===== src/rtl/psum_drain.sv =====
// psum_drain: removes the diagonal skew from the systolic array's bottom-row
// partial sums and queues aligned rows in a small FIFO for the writeback stage.
//   clk, reset_n   : clock, synchronous active-low reset
//   en             : array enable; low flushes partially aligned vectors
//   sum_i          : bottom-row outputs, column c at [c*PSUM_W +: PSUM_W]
//   sum_valid_i    : column 0 of sum_i carries a valid result this cycle
//   out_data       : head row of the FIFO (0 when empty)
//   out_valid      : FIFO non-empty
//   out_ready      : consumer accepts the head row
//   full           : FIFO holds DEPTH rows
//   overflow       : sticky flag, a row was dropped while full
//   count          : rows currently stored
module psum_drain #(
    parameter int unsigned N      = 4,
    parameter int unsigned PSUM_W = 16,
    parameter int unsigned DEPTH  = 8
) (
    input  logic                         clk,
    input  logic                         reset_n,
    input  logic                         en,
    input  logic [N*PSUM_W-1:0]          sum_i,
    input  logic                         sum_valid_i,
    output logic [N*PSUM_W-1:0]          out_data,
    output logic                         out_valid,
    input  logic                         out_ready,
    output logic                         full,
    output logic                         overflow,
    output logic [$clog2(DEPTH+1)-1:0]   count
);

    localparam int unsigned ROW_W = N * PSUM_W;
    localparam int unsigned PTR_W = (DEPTH > 1) ? $clog2(DEPTH) : 1;
    localparam int unsigned CNT_W = $clog2(DEPTH + 1);

    logic [ROW_W-1:0] row_c;
    logic [N-2:0]     vpipe;
    logic             push_c;
    logic             pop_c;
    logic             push_ok_c;

    // Column c is delayed N-1-c cycles so every column lines up with column N-1.
    for (genvar c = 0; c < N - 1; c++) begin : g_skew
        localparam int unsigned STAGES = N - 1 - c;
        logic [PSUM_W-1:0] pipe [STAGES];

        always_ff @(posedge clk) begin
            if (!reset_n || !en) begin
                for (int s = 0; s < int'(STAGES); s++) pipe[s] <= '0;
            end else begin
                pipe[0] <= sum_i[c*PSUM_W +: PSUM_W];
                for (int s = 1; s < int'(STAGES); s++) pipe[s] <= pipe[s-1];
            end
        end

        assign row_c[c*PSUM_W +: PSUM_W] = pipe[STAGES-1];
    end

    // Last column needs no delay.
    assign row_c[(N-1)*PSUM_W +: PSUM_W] = sum_i[(N-1)*PSUM_W +: PSUM_W];

    // Valid travels alongside column 0.
    always_ff @(posedge clk) begin
        if (!reset_n || !en) begin
            vpipe <= '0;
        end else begin
            vpipe[0] <= sum_valid_i;
            for (int s = 1; s < int'(N - 1); s++) vpipe[s] <= vpipe[s-1];
        end
    end

    // A row aligned in a cycle where en is low is discarded too.
    assign push_c    = vpipe[N-2] && en;
    assign pop_c     = out_valid && out_ready;
    assign push_ok_c = push_c && (!full || pop_c);

    logic [ROW_W-1:0] mem [DEPTH];
    logic [PTR_W-1:0] wr_ptr;
    logic [PTR_W-1:0] rd_ptr;
    logic [PTR_W-1:0] wr_nxt;
    logic [PTR_W-1:0] rd_nxt;
    logic [CNT_W-1:0] cnt_nxt;
    logic [ROW_W-1:0] head_nxt;

    // Storage array, written only by accepted pushes.
    always_ff @(posedge clk) begin
        if (push_ok_c) mem[wr_ptr] <= row_c;
    end

    // Next FIFO state; the head register is loaded with whatever slot rd_nxt
    // will point at, taking the incoming row when that slot is written now.
    always_comb begin
        rd_nxt   = rd_ptr;
        wr_nxt   = wr_ptr;
        cnt_nxt  = count;
        head_nxt = '0;
        if (pop_c)     rd_nxt = rd_ptr + PTR_W'(1);
        if (push_ok_c) wr_nxt = wr_ptr + PTR_W'(1);
        if (push_ok_c && !pop_c)      cnt_nxt = count + CNT_W'(1);
        else if (!push_ok_c && pop_c) cnt_nxt = count - CNT_W'(1);
        if (cnt_nxt != '0) begin
            if (push_ok_c && (wr_ptr == rd_nxt)) head_nxt = row_c;
            else                                 head_nxt = mem[rd_nxt];
        end
    end

    // FIFO state and registered status outputs.
    always_ff @(posedge clk) begin
        if (!reset_n) begin
            wr_ptr    <= '0;
            rd_ptr    <= '0;
            count     <= '0;
            out_valid <= 1'b0;
            full      <= 1'b0;
            overflow  <= 1'b0;
            out_data  <= '0;
        end else begin
            wr_ptr    <= wr_nxt;
            rd_ptr    <= rd_nxt;
            count     <= cnt_nxt;
            out_valid <= (cnt_nxt != '0);
            full      <= (cnt_nxt == CNT_W'(DEPTH));
            overflow  <= overflow | (push_c && full && !pop_c);
            out_data  <= head_nxt;
        end
    end

endmodule


===== config.mk =====
export PLATFORM = sky130hd
export DESIGN_NAME = psum_drain
export DESIGN_NICKNAME = d
export VERILOG_FILES = /design/src/rtl/psum_drain.sv
export SDC_FILE = /design/constraint.sdc
export NUM_CORES = 1
export LEC_CHECK = 0
export CAP_MARGIN = 10
export CORE_ASPECT_RATIO = 1.5
export CORE_UTILIZATION = 45
export CTS_BUF_LIST = sky130_fd_sc_hd__clkbuf_4 sky130_fd_sc_hd__clkbuf_8
export CTS_CLUSTER_DIAMETER = 60
export CTS_CLUSTER_SIZE = 10
export DETAILED_ROUTE_END_ITERATION = 12
export MAX_ROUTING_LAYER = met4
export PLACE_DENSITY_LB_ADDON = 0.1
export SLEW_MARGIN = 5
export SYNTH_ARGS = -nofsm -noshare
export SYNTH_HDL_FRONTEND = slang
export SYNTH_SLANG_ARGS = --single-unit

===== constraint.sdc =====
create_clock -name clk -period 9.5 [get_ports clk]
set_input_delay 1.425 -clock clk [delete_from_list [all_inputs] [get_ports clk]]
set_output_delay 1.425 -clock clk [all_outputs]
set_load 0.01 [all_outputs]

==> results.txt <==
DRT Wirelength -> 61.2 mm
number of cells on the worst reg-to-reg path -> 8
maximum capacitance violations -> 0
startpoint type of the worst setup path -> input port
R2R Setup Slk -> 5.77 ns
Core Area -> 0.0548 mm^2
CTS sink cnt -> 688
Post-CTS Resized -> 0
adder-cell area share of the yosys netlist -> 0.200%
number of synthesized flops with an enable pin -> 512
Synth Area in Compound Gates -> 4.55%
r2r endpoint -> out_data[40]
Rows -> 105
Vias/cell -> 5.54
routability cong. -> 0.748
die width -> 194 um
WP buf/inv -> 3
period utilization -> 48.8%
Leak -> 10.4 nW
pre-CTS WS -> 4.04 ns
Fmax achieved -> 216 MHz
clk buf depth -> 3
clk_lat worst skew -> 0.64 ns
RSZ-0062 raised after global routing -> false
first-pass GRT wire length -> 92.2 mm
Critical Setup Path Class -> in -> reg
number of global-route vias before repair -> 15,100
Final Hold Fails -> 0
setup repair bufs after CTS -> 0
grt ovf -> 0
flop and latch count out of synthesis -> 688
Max stage delay on crit path -> 1.02 ns
Final Skew -> 0.0250 ns
placed insts -> 2,560
Detail Route Antenna Nets -> 0
detailed placer's ending HPWL -> 30.0 mm
Synth Instances -> 1,820
post-synthesis mux area share -> 2.65%
total CTS buffers -> 78
most common cell after layout, fill and taps aside -> edfxtp_1
XOR/XNOR Fraction of Synth Area -> 0.415%
Die Ht -> 291 um
vias -> 15,000
synth-to-layout area growth -> 14.6%
nets@finish -> 2,019
Worst-Margin Slew -> 1.18 ns
Post-Syn Area -> 0.0250 mm^2
dominant synthesized flop cell -> edfxtp_1
fin cells -> 2,704
sw power -> 1.98 mW
syn nets -> 1,893
most frequent cells in the layout -> edfxtp_1 (512), nand2_1 (457), dfxtp_1 (176)
sequential cell fraction of total power -> 49.6%
Post-CTS Hold Fix Bufs -> 0
clk root buf -> clkbuf_8
Top Family by Delay on Critical Path -> buffers and inverters
status -> complete, no violations
Design Power -> 6.87 mW
Internal Power -> 4.90 mW
Switching Fraction -> 28.8%
Worst Path Required -> 10.08 ns
Synth Warn # -> 0
Comb power frac -> 21.1%
Pre-Repair DR Iteration Count -> 5
clock share of power -> 29.3%
Post-Synth Simple-Gate Area -> 14.4%
initial core utilization -> 45.6%
crit path max fanout -> 165
setup ws final -> 4.86 ns
largest net degree at the start of global routing -> 195
final worst path period need -> 4.64 ns
Avg WL per Cell -> 22.6 um
Setup crit end kind -> register
synth unique cells -> 38
layout cells sized above 1 -> 12.1%
largest family of logic cells by synthesized area -> simple AND/OR/NAND/NOR gates
Setup TNS Final -> 0 ns
GRT Util Overall -> 22.4%
syn avg cell area -> 13.7 um^2
Hold EP -> g_skew[0].pipe[0][28]
Ports -> 140
P per Cell Area -> 240 mW/mm^2
hold depth -> 1
CTS tree -> yes
R2R Path Start -> out_valid
Slowest-stage cell, CP -> buf_4
Port Buffers -> 139
initial antenna violation count -> 1
Slew Limit Fails -> 0
HP Class -> reg -> reg
die footprint -> 0.0565 mm^2
Iter 0 DRT Violations -> 996
worst rel slew slack -> 21.2%
Worst EP arrival -> 5.22 ns
Setup-failing EPs final -> 0
H-tree Lvls -> 3
register area share after synthesis -> 75.6%
asr flop ratio synth -> 0%
clk slew on worst S/H paths -> 0.08 ns
number of remaining DRC errors -> 0
crit-path cells -> clkdlybuf4s50_1, and2_1, xnor2_4, buf_12, buf_4, mux2i_1, a32oi_1, nand4_1, a21oi_2
Peak VDD IR -> 0.274 mV
Hold Crit Start -> g_skew[0].pipe[0][12]
==> cell families (layout without fill, tap and decap cells) <==
logic type      after synthesis  count (layout)
simple gates                787             787
flops                       688             688
compound gates              138             138
buf+inv                     127             315
mux                          65              65
xor+xnor                     11              11
fa+ha+maj                     4               4
other cells                   0               1
==> cells in the mapped netlist (2+ instances only) <==
| master | number | area share, % |
|---|---|---|
| nand2_1 | 457 | 6.9 |
| a21oi_1 | 18 | 0.36 |
| nor2b_1 | 6 | 0.15 |
| nand2b_1 | 2 | 0.050 |
| dfxtp_1 | 176 | 14 |
| buf_4 | 2 | 0.060 |
| xnor2_1 | 5 | 0.18 |
| edfxtp_1 | 512 | 61 |
| a21boi_0 | 2 | 0.060 |
| nand3_1 | 132 | 2.6 |
| ha_1 | 4 | 0.20 |
| inv_1 | 3 | 0.045 |
| buf_2 | 21 | 0.42 |
| buf_6 | 6 | 0.27 |
| nor2_1 | 7 | 0.11 |
| nor3_1 | 6 | 0.12 |
| and3_1 | 99 | 2.5 |
| and2_1 | 7 | 0.18 |
| mux2i_1 | 64 | 2.6 |
| a21oi_2 | 49 | 1.7 |
| a32oi_1 | 64 | 2.2 |
| xor2_1 | 5 | 0.18 |
| clkbuf_1 | 85 | 1.3 |
| nor4_1 | 2 | 0.050 |
| buf_1 | 9 | 0.14 |
| nand4_1 | 65 | 1.6 |
==> layer usage <==
layer  track usage, %  share of wire, %
met1             28.4                43
met2             37.3                50
met3             2.82               4.3
met4             7.20               2.3
met5                -                 0
==> sequential cells by signal, indices dropped and copies added (netlist names) <==
signal,count
rd_ptr,3
vpipe,3
full,1
overflow,1
count,4
out_valid,1
mem,512
g_skew.pipe,96
out_data,64
wr_ptr,3
==> power groups by stage <==
stage	clock network (mW)	registers, mW	logic [mW]
2_1_floorplan	0	3.48	0.903
4_1_cts	2.07	3.41	1.47
6_report	2.01	3.41	1.45
3_5_place_dp	0	3.48	1.46
5_1_grt	2.18	3.42	1.59
3_3_place_gp	0	3.48	1.44
==> how the worst max path moves through the flow <==
stage	slack [ns]	depth (start not counted)	start	endpoint
floorplan	0.68	5	out_ready	mem[0][0]
global placement	4.10	9	out_ready	out_data[16]
detailed placement	4.04	9	out_ready	out_data[46]
CTS	4.72	9	out_ready	out_data[35]
global route	4.77	6	en	mem[5][58]
finish	4.86	9	out_ready	out_data[40]
==> final cells by class <==
type	count	area, um^2
Antenna cell	1	2.50
Clock buffer	135	1510
Clock inverter	7	57.6
Fill cell	4644	26100
Inverter	4	15.0
Multi-Input combinational cell	1005	5660
Sequential cell	688	18900
Tap cell	695	870
Timing Repair Buffer	169	1640
==> stage by stage <==
step / hold WS, ns / instance area, um^2 / utilization (%)
floorplan: 0.444 / 25000 / -
global route: 0.474 / 28700 / 52.3
global placement: 0.447 / 27100 / 49.4
finish: 0.457 / 28700 / 52.3
detailed placement: 0.450 / 27100 / 49.4
CTS: 0.463 / 28600 / 52.3
Power figures use the tool's default switching activity.
